<file path="src/rtl/regfile_ctrl_pkg.sv">
// regfile_ctrl_pkg: shared types and helpers for the regfile writeback controller
package regfile_ctrl_pkg;
  localparam int NUM_REGS = 32;
  typedef logic [4:0] reg_addr_t;
  typedef logic [31:0] xlen_data_t;
  typedef enum logic {LD_PRIO, ALU_PRIO} wb_arb_state_e;
  function automatic logic src_hazard(logic en, reg_addr_t a, logic [NUM_REGS-1:0] pend, logic wen, reg_addr_t waddr);
    return en && a != '0 && (pend[a] || (wen && waddr == a));
  endfunction
endpackage

</file>
<file path="src/rtl/regfile_wb_ctrl_if.sv">
// regfile_wb_ctrl_if: ALU writeback, load issue/response, decode and regfile write signals
interface regfile_wb_ctrl_if;
  import regfile_ctrl_pkg::*;
  logic alu_wb_valid_i;
  reg_addr_t alu_wb_rd_i;
  xlen_data_t alu_wb_data_i;
  logic alu_wb_ready_o;
  logic ld_issue_i;
  reg_addr_t ld_issue_rd_i;
  logic ld_issue_ready_o;
  logic ld_rsp_valid_i;
  reg_addr_t ld_rsp_rd_i;
  xlen_data_t ld_rsp_data_i;
  logic ld_rsp_ready_o;
  reg_addr_t rs1_addr_i;
  reg_addr_t rs2_addr_i;
  logic rs1_use_i;
  logic rs2_use_i;
  logic hazard_o;
  logic rf_wr_en_o;
  reg_addr_t rf_rd_addr_o;
  xlen_data_t rf_wr_data_o;
  modport master (
    output alu_wb_valid_i, alu_wb_rd_i, alu_wb_data_i, ld_issue_i, ld_issue_rd_i,
           ld_rsp_valid_i, ld_rsp_rd_i, ld_rsp_data_i, rs1_addr_i, rs2_addr_i, rs1_use_i, rs2_use_i,
    input  alu_wb_ready_o, ld_issue_ready_o, ld_rsp_ready_o, hazard_o, rf_wr_en_o, rf_rd_addr_o, rf_wr_data_o
  );
  modport slave (
    input  alu_wb_valid_i, alu_wb_rd_i, alu_wb_data_i, ld_issue_i, ld_issue_rd_i,
           ld_rsp_valid_i, ld_rsp_rd_i, ld_rsp_data_i, rs1_addr_i, rs2_addr_i, rs1_use_i, rs2_use_i,
    output alu_wb_ready_o, ld_issue_ready_o, ld_rsp_ready_o, hazard_o, rf_wr_en_o, rf_rd_addr_o, rf_wr_data_o
  );
endinterface

</file>
<file path="src/rtl/load_scoreboard.sv">
// load_scoreboard: per-register pending-load bits and outstanding load count
module load_scoreboard
  import regfile_ctrl_pkg::*;
#(
  parameter int MAX_OUTSTANDING = 4,
  localparam int CW = $clog2(MAX_OUTSTANDING + 1)
) (
  input  logic clk,
  input  logic reset,
  input  logic issue_i,
  input  reg_addr_t issue_rd_i,
  input  logic clr_i,
  input  reg_addr_t clr_rd_i,
  output logic issue_ready_o,
  output logic [NUM_REGS-1:0] pending_o
);
  logic [NUM_REGS-1:0] pend_q, pend_d;
  logic [CW-1:0] cnt_q, cnt_d;
  logic issue_acc, dec;
  // set wins over clear so a same-cycle reissue keeps the register pending; count saturates at zero for late responses
  always_comb begin
    issue_ready_o = cnt_q < CW'(MAX_OUTSTANDING);
    issue_acc = issue_i && issue_ready_o;
    dec = clr_i && cnt_q != '0;
    pend_d = (pend_q & ~(clr_i ? NUM_REGS'(1) << clr_rd_i : '0))
           | ((issue_acc && issue_rd_i != '0) ? NUM_REGS'(1) << issue_rd_i : '0);
    cnt_d = cnt_q + CW'(issue_acc) - CW'(dec);
    pending_o = pend_q;
  end
  // scoreboard state register
  always_ff @(posedge clk or posedge reset)
    if (reset) begin
      pend_q <= '0;
      cnt_q <= '0;
    end else begin
      pend_q <= pend_d;
      cnt_q <= cnt_d;
    end
endmodule

</file>
<file path="src/rtl/regfile_wb_ctrl.sv">
// regfile_wb_ctrl: arbitrates the regfile write port between ALU writeback and load responses
module regfile_wb_ctrl
  import regfile_ctrl_pkg::*;
#(
  parameter int MAX_OUTSTANDING = 4,
  parameter int MAX_WAIT = 3,
  localparam int WW = $clog2(MAX_WAIT + 1)
) (
  input logic clk,
  input logic reset,
  regfile_wb_ctrl_if.slave bus
);
  wb_arb_state_e state_q, state_d;
  logic [WW-1:0] wait_q, wait_d;
  logic [NUM_REGS-1:0] pending;
  logic alu_elig, alu_gnt, ld_gnt;
  logic wen_q, wen_d;
  reg_addr_t addr_q, addr_d;
  xlen_data_t data_q, data_d;
  load_scoreboard #(.MAX_OUTSTANDING(MAX_OUTSTANDING)) u_sb (
    .clk(clk),
    .reset(reset),
    .issue_i(bus.ld_issue_i),
    .issue_rd_i(bus.ld_issue_rd_i),
    .clr_i(ld_gnt),
    .clr_rd_i(bus.ld_rsp_rd_i),
    .issue_ready_o(bus.ld_issue_ready_o),
    .pending_o(pending)
  );
  // grant, starvation counter, priority FSM next state, write stage next values and hazard
  always_comb begin
    alu_elig = bus.alu_wb_valid_i && !pending[bus.alu_wb_rd_i];
    alu_gnt = alu_elig && (!bus.ld_rsp_valid_i || state_q == ALU_PRIO);
    ld_gnt = bus.ld_rsp_valid_i && !alu_gnt;
    wait_d = alu_gnt ? '0 : (alu_elig && ld_gnt) ? wait_q + 1'b1 : wait_q;
    state_d = state_q == ALU_PRIO ? (alu_gnt ? LD_PRIO : ALU_PRIO)
                                  : (wait_d == WW'(MAX_WAIT) ? ALU_PRIO : LD_PRIO);
    wen_d = alu_gnt ? bus.alu_wb_rd_i != '0 : ld_gnt && bus.ld_rsp_rd_i != '0;
    addr_d = alu_gnt ? bus.alu_wb_rd_i : ld_gnt ? bus.ld_rsp_rd_i : addr_q;
    data_d = alu_gnt ? bus.alu_wb_data_i : ld_gnt ? bus.ld_rsp_data_i : data_q;
    bus.alu_wb_ready_o = alu_gnt;
    bus.ld_rsp_ready_o = ld_gnt;
    bus.hazard_o = src_hazard(bus.rs1_use_i, bus.rs1_addr_i, pending, wen_q, addr_q)
                || src_hazard(bus.rs2_use_i, bus.rs2_addr_i, pending, wen_q, addr_q)
                || (bus.alu_wb_valid_i && !alu_gnt);
    bus.rf_wr_en_o = wen_q;
    bus.rf_rd_addr_o = addr_q;
    bus.rf_wr_data_o = data_q;
  end
  // arbiter state and registered regfile write stage
  always_ff @(posedge clk or posedge reset)
    if (reset) begin
      state_q <= LD_PRIO;
      wait_q <= '0;
      wen_q <= 1'b0;
      addr_q <= '0;
      data_q <= '0;
    end else begin
      state_q <= state_d;
      wait_q <= wait_d;
      wen_q <= wen_d;
      addr_q <= addr_d;
      data_q <= data_d;
    end
endmodule

</file>
<file path="src/flat_wrapper.sv">
// flat-port wrapper written by rule: the top's interface ports become plain ports
module regfile_wb_ctrl_flat import regfile_ctrl_pkg::*;
#(
  parameter int MAX_OUTSTANDING = 4,
  parameter int MAX_WAIT = 3,
  localparam int WW = $clog2(MAX_WAIT + 1)
)
  (clk, reset, bus_alu_wb_valid_i, bus_alu_wb_rd_i, bus_alu_wb_data_i, bus_ld_issue_i, bus_ld_issue_rd_i, bus_ld_rsp_valid_i, bus_ld_rsp_rd_i, bus_ld_rsp_data_i, bus_rs1_addr_i, bus_rs2_addr_i, bus_rs1_use_i, bus_rs2_use_i, bus_alu_wb_ready_o, bus_ld_issue_ready_o, bus_ld_rsp_ready_o, bus_hazard_o, bus_rf_wr_en_o, bus_rf_rd_addr_o, bus_rf_wr_data_o);
  regfile_wb_ctrl_if bus_i ();
  input logic clk;
  input logic reset;
  input wire logic [$bits(bus_i.alu_wb_valid_i)-1:0] bus_alu_wb_valid_i;
  input wire logic [$bits(bus_i.alu_wb_rd_i)-1:0] bus_alu_wb_rd_i;
  input wire logic [$bits(bus_i.alu_wb_data_i)-1:0] bus_alu_wb_data_i;
  input wire logic [$bits(bus_i.ld_issue_i)-1:0] bus_ld_issue_i;
  input wire logic [$bits(bus_i.ld_issue_rd_i)-1:0] bus_ld_issue_rd_i;
  input wire logic [$bits(bus_i.ld_rsp_valid_i)-1:0] bus_ld_rsp_valid_i;
  input wire logic [$bits(bus_i.ld_rsp_rd_i)-1:0] bus_ld_rsp_rd_i;
  input wire logic [$bits(bus_i.ld_rsp_data_i)-1:0] bus_ld_rsp_data_i;
  input wire logic [$bits(bus_i.rs1_addr_i)-1:0] bus_rs1_addr_i;
  input wire logic [$bits(bus_i.rs2_addr_i)-1:0] bus_rs2_addr_i;
  input wire logic [$bits(bus_i.rs1_use_i)-1:0] bus_rs1_use_i;
  input wire logic [$bits(bus_i.rs2_use_i)-1:0] bus_rs2_use_i;
  output wire logic [$bits(bus_i.alu_wb_ready_o)-1:0] bus_alu_wb_ready_o;
  output wire logic [$bits(bus_i.ld_issue_ready_o)-1:0] bus_ld_issue_ready_o;
  output wire logic [$bits(bus_i.ld_rsp_ready_o)-1:0] bus_ld_rsp_ready_o;
  output wire logic [$bits(bus_i.hazard_o)-1:0] bus_hazard_o;
  output wire logic [$bits(bus_i.rf_wr_en_o)-1:0] bus_rf_wr_en_o;
  output wire logic [$bits(bus_i.rf_rd_addr_o)-1:0] bus_rf_rd_addr_o;
  output wire logic [$bits(bus_i.rf_wr_data_o)-1:0] bus_rf_wr_data_o;
  assign bus_i.alu_wb_valid_i = bus_alu_wb_valid_i;
  assign bus_i.alu_wb_rd_i = bus_alu_wb_rd_i;
  assign bus_i.alu_wb_data_i = bus_alu_wb_data_i;
  assign bus_i.ld_issue_i = bus_ld_issue_i;
  assign bus_i.ld_issue_rd_i = bus_ld_issue_rd_i;
  assign bus_i.ld_rsp_valid_i = bus_ld_rsp_valid_i;
  assign bus_i.ld_rsp_rd_i = bus_ld_rsp_rd_i;
  assign bus_i.ld_rsp_data_i = bus_ld_rsp_data_i;
  assign bus_i.rs1_addr_i = bus_rs1_addr_i;
  assign bus_i.rs2_addr_i = bus_rs2_addr_i;
  assign bus_i.rs1_use_i = bus_rs1_use_i;
  assign bus_i.rs2_use_i = bus_rs2_use_i;
  assign bus_alu_wb_ready_o = bus_i.alu_wb_ready_o;
  assign bus_ld_issue_ready_o = bus_i.ld_issue_ready_o;
  assign bus_ld_rsp_ready_o = bus_i.ld_rsp_ready_o;
  assign bus_hazard_o = bus_i.hazard_o;
  assign bus_rf_wr_en_o = bus_i.rf_wr_en_o;
  assign bus_rf_rd_addr_o = bus_i.rf_rd_addr_o;
  assign bus_rf_wr_data_o = bus_i.rf_wr_data_o;
  regfile_wb_ctrl #(.MAX_OUTSTANDING(MAX_OUTSTANDING), .MAX_WAIT(MAX_WAIT)) u_core (.clk(clk), .reset(reset), .bus(bus_i));
endmodule
</file>
<file path="config.mk">
export PLATFORM = sky130hd
export DESIGN_NAME = regfile_wb_ctrl_flat
export DESIGN_NICKNAME = d
export VERILOG_FILES = /design/src/rtl/regfile_ctrl_pkg.sv /design/src/rtl/regfile_wb_ctrl_if.sv /design/src/rtl/load_scoreboard.sv /design/src/rtl/regfile_wb_ctrl.sv /design/src/flat_wrapper.sv
export SDC_FILE = /design/constraint.sdc
export NUM_CORES = 1
export LEC_CHECK = 0
export ABC_AREA = 1
export ABC_CLOCK_PERIOD_IN_PS = 2950
export BUFFER_PORTS_ARGS = -buffer_cell sky130_fd_sc_hd__buf_2
export CORE_AREA = 8 8 134 148
export DETAILED_ROUTE_END_ITERATION = 16
export DIE_AREA = 0 0 142 156
export PLACE_DENSITY_LB_ADDON = 0.05
export SLEW_MARGIN = 30
export SYNTH_ARGS = -nofsm -noshare
export SYNTH_HDL_FRONTEND = slang
export SYNTH_HIERARCHICAL = 1
export SYNTH_SLANG_ARGS = --single-unit
</file>
<file path="constraint.sdc">
create_clock -name clk -period 2.95 [get_ports clk]
set_input_delay 0.59 -clock clk [delete_from_list [all_inputs] [get_ports clk]]
set_output_delay 0.59 -clock clk [all_outputs]
set_load 0.03 [all_outputs]
</file>
==> impl_metrics.yaml <==
timing:
  slew_headroom_pct: 42.8
  finalClockSkew_ns: 0.00814
  max_freq_ghz: 0.362
  slew_violations: 0
  setup_viol: 0
  fin_crit_sh_pct: 93.6
  worst_pin_slew_ns: 0.857
  hold_viol: 0
  finalCriticalPeriod_ns: 2.76
  setup_ws_ns: 0.188
clock_network:
  htreeDepth: 3
  clock-sinks: 76
  postCtsHoldBufs: 0
  clk_pin_slew_ns: 0.06
  cts-buffers-inserted: 9
  clk_latency_ns: 0.34
  clockRootBuffer: "clkbuf_16"
  clk_path_buf_depth: 2
  tritoncts: "done"
route:
  wl_um: 18800
  num_vias: 5325
  drtPass1Iterations: 5
  ant_nets: 0
  vias_per_cell: 4.81
  post_drt_wl_per_cell_um: 16.9
  first_iter_violations: 300
  drc: 0
cells_and_area:
  final_cells: 1107
  antennaDiodeCount: 0
  layout-drive-gt1-share_pct: 23.7
  syn_to_final_growth_pct: 30.5
  final_core_util_pct: 35.7
  nNetsFinal: 963
global_route:
  gr-total-overflow: 0
  track_usage_pct: 16.9
  grt_pass1_vias: 5447
  antenna_found_initial: 1
  grt_pass1_wl_um: 29400
  grt_max_degree: 41
worst_setup_path:
  path_class: "in2out"
  crit_path_start: "bus_alu_wb_rd_i[0]"
  worstPathArrival_ns: 2.17
  path_max_fanout: 11
  critPathCaptureType: "output port"
  ff2ff_path_depth: 19
  start_kind: "input pin"
  rrSetupSlack_ns: 0.25
  reg2reg_to: "u_core/u_sb/cnt_q[2]"
  r2r-start: "u_core/u_sb/pending_o[5]"
  crit_required_ns: 2.36
synthesis:
  synth.yosys.seq_area_share_pct: 39.9
  netlist_area_um2: 4760
  ys_seq_elements: 76
  yosys_warnings: 6
  synth.avg_cell_area_um2: 6.65
  ys.flop_type: "dfrtp_1"
  async_reset_ff_share_pct: 100
  syn-num-nets: 815
  syn_inst: 716
  synth_edf_count: 0
  synth_cell_types: 30
die:
  initial_core_util_pct: 27.3
  fp-row-count: 51
  core_area_um2: 17400
  dieArea_um2: 22200
  die_y_um: 156
  io_pins: 138
  fp.dieW_um: 142
placement:
  hpwlAfterDp_um: 14700
  gp_congestion: 0.904
  dp_slack_ns: -0.226
  placed_cells: 1088
  io_buffer_count: 137
job:
  maxCapViolCount: 0
power_and_ir_drop:
  max-vdd-ir-drop_mv: 0.273
  power-per-cell-area_nw_per_um2: 718
  p_leak_nw: 3.25
outcome:
  status: "completed"
worst_hold_path:
  worstHoldPathType: "in2async"
-- report_power, final --
| part | total, mW | switching (mW) | internal, mW | leakage, nW |
|---|---|---|---|---|
| Combinational | 1.57 | 1.03 | 0.540 | 2.14 |
| Sequential | 1.67 | 0.311 | 1.36 | 0.952 |
| Clock | 1.23 | 0.454 | 0.771 | 0.160 |
| Total | 4.46 | 1.79 | 2.67 | 3.25 |
-- critical path, cell delays in order --
cell and delay [ns]:
clkbuf_4 0.16, buf_4 0.18, o21ai_0 0.16, nand2_1 0.07, nand3_1 0.08, nand3_1 0.08
a21oi_1 0.17, nor2_2 0.07, nand2_2 0.07, inv_2 0.05, nor2_4 0.14, buf_12 0.15
clkbuf_4 0.19
-- state kept, by name, summed over array words and instances (netlist names) --
name / count
u_core/wait_q: 2
u_core/bus.rf_wr_data_o: 32
u_core/bus.rf_wr_en_o: 1
u_core/bus.rf_rd_addr_o: 5
u_core/state_q: 1
u_core/u_sb/cnt_q: 3
u_core/u_sb/pending_o: 32
-- layer usage --
metal | up-vias | global-route usage, % | part of all wire (%)
met2 | 154 | 28.2 | 49
met4 | 2 | 4.92 | 1.3
met5 | - | 0 | 0.064
li1 | 2607 | - | -
met1 | 2540 | 20.6 | 44
met3 | 22 | 4.93 | 5.7
-- how the worst max path moves through the flow --
stage,to,slack (ns),cells past startpoint
final,bus_ld_rsp_ready_o,0.19,13
after global routing,bus_ld_rsp_ready_o,-0.003,14
after CTS,bus_ld_rsp_ready_o,0.009,14
after detailed placement,u_core/u_sb/cnt_q[2],-0.23,20
after global placement,u_core/u_sb/cnt_q[2],-0.18,20
after floorplan,u_core/u_sb/cnt_q[2],0.02,22
-- timing repair --
| action | in CTS | in global routing |
|---|---|---|
| setup endpoints to repair | 1 | 3 |
| pin swaps | 0 | 3 |
| buffers inserted | 0 | 1 |
| gates resized for setup | 1 | 10 |
| cloned | 0 | 2 |
-- cell usage in the layout (no fill, tap or decap), types with 6 or more instances in the layout --
master | netlist | final
dfrtp_1 | 76 | 76
nor2_1 | 37 | 37
nand2_1 | 274 | 274
buf_4 | 5 | 29
o21ai_1 | 7 | 7
inv_1 | 58 | 58
o21ai_0 | 42 | 42
clkbuf_16 | 0 | 11
nand3_1 | 108 | 108
buf_2 | 10 | 135
a21oi_1 | 36 | 34
inv_2 | 7 | 6
-- metrics by stage --
| stage | setup TNS [ns] | hold WS, ns | power (mW) | instance area, um2 |
|---|---|---|---|---|
| 2_1_floorplan | 0 | 0.441 | 2.57 | 4770 |
| 3_3_place_gp | -0.605 | 0.469 | 3.19 | 5790 |
| 3_5_place_dp | -0.894 | 0.471 | 3.21 | 5790 |
| 4_1_cts | 0 | 0.375 | 4.47 | 6130 |
| 5_1_grt | -0.00301 | 0.418 | 4.79 | 6210 |
| 6_report | 0 | 0.355 | 4.46 | 6210 |
-- cell usage after synthesis (all sizes together), types with 3 or more instances --
cell type | instances | area share, %
buf | 20 | 3.0
nor2 | 44 | 3.9
nand4 | 3 | 0.39
nand2 | 277 | 22
clkbuf | 13 | 1.0
o21ai | 49 | 5.2
a21oi | 36 | 3.8
inv | 65 | 5.1
nor3 | 3 | 0.32
nand3 | 108 | 11
o211ai | 5 | 0.79
dfrtp | 76 | 40
-- kinds of logic after synthesis --
| family | after synthesis | share of synthesized area, % |
|---|---|---|
| fa+ha+maj | 3 | 0.946 |
| flops | 76 | 39.9 |
| compound gates | 97 | 10.8 |
| buf+inv | 99 | 9.25 |
| simple gates | 437 | 38.3 |
| xor+xnor | 4 | 0.736 |
-- layout make-up --
type,instances,area [um2]
clock buffers,10,239
clock inverters,6,93.8
fillers,1904,11200
inverters,66,250
multi-input cells,541,2430
flip-flops and latches,76,1900
well taps,238,298
repair buffers,170,998
(Power assumes the default switching activity.)
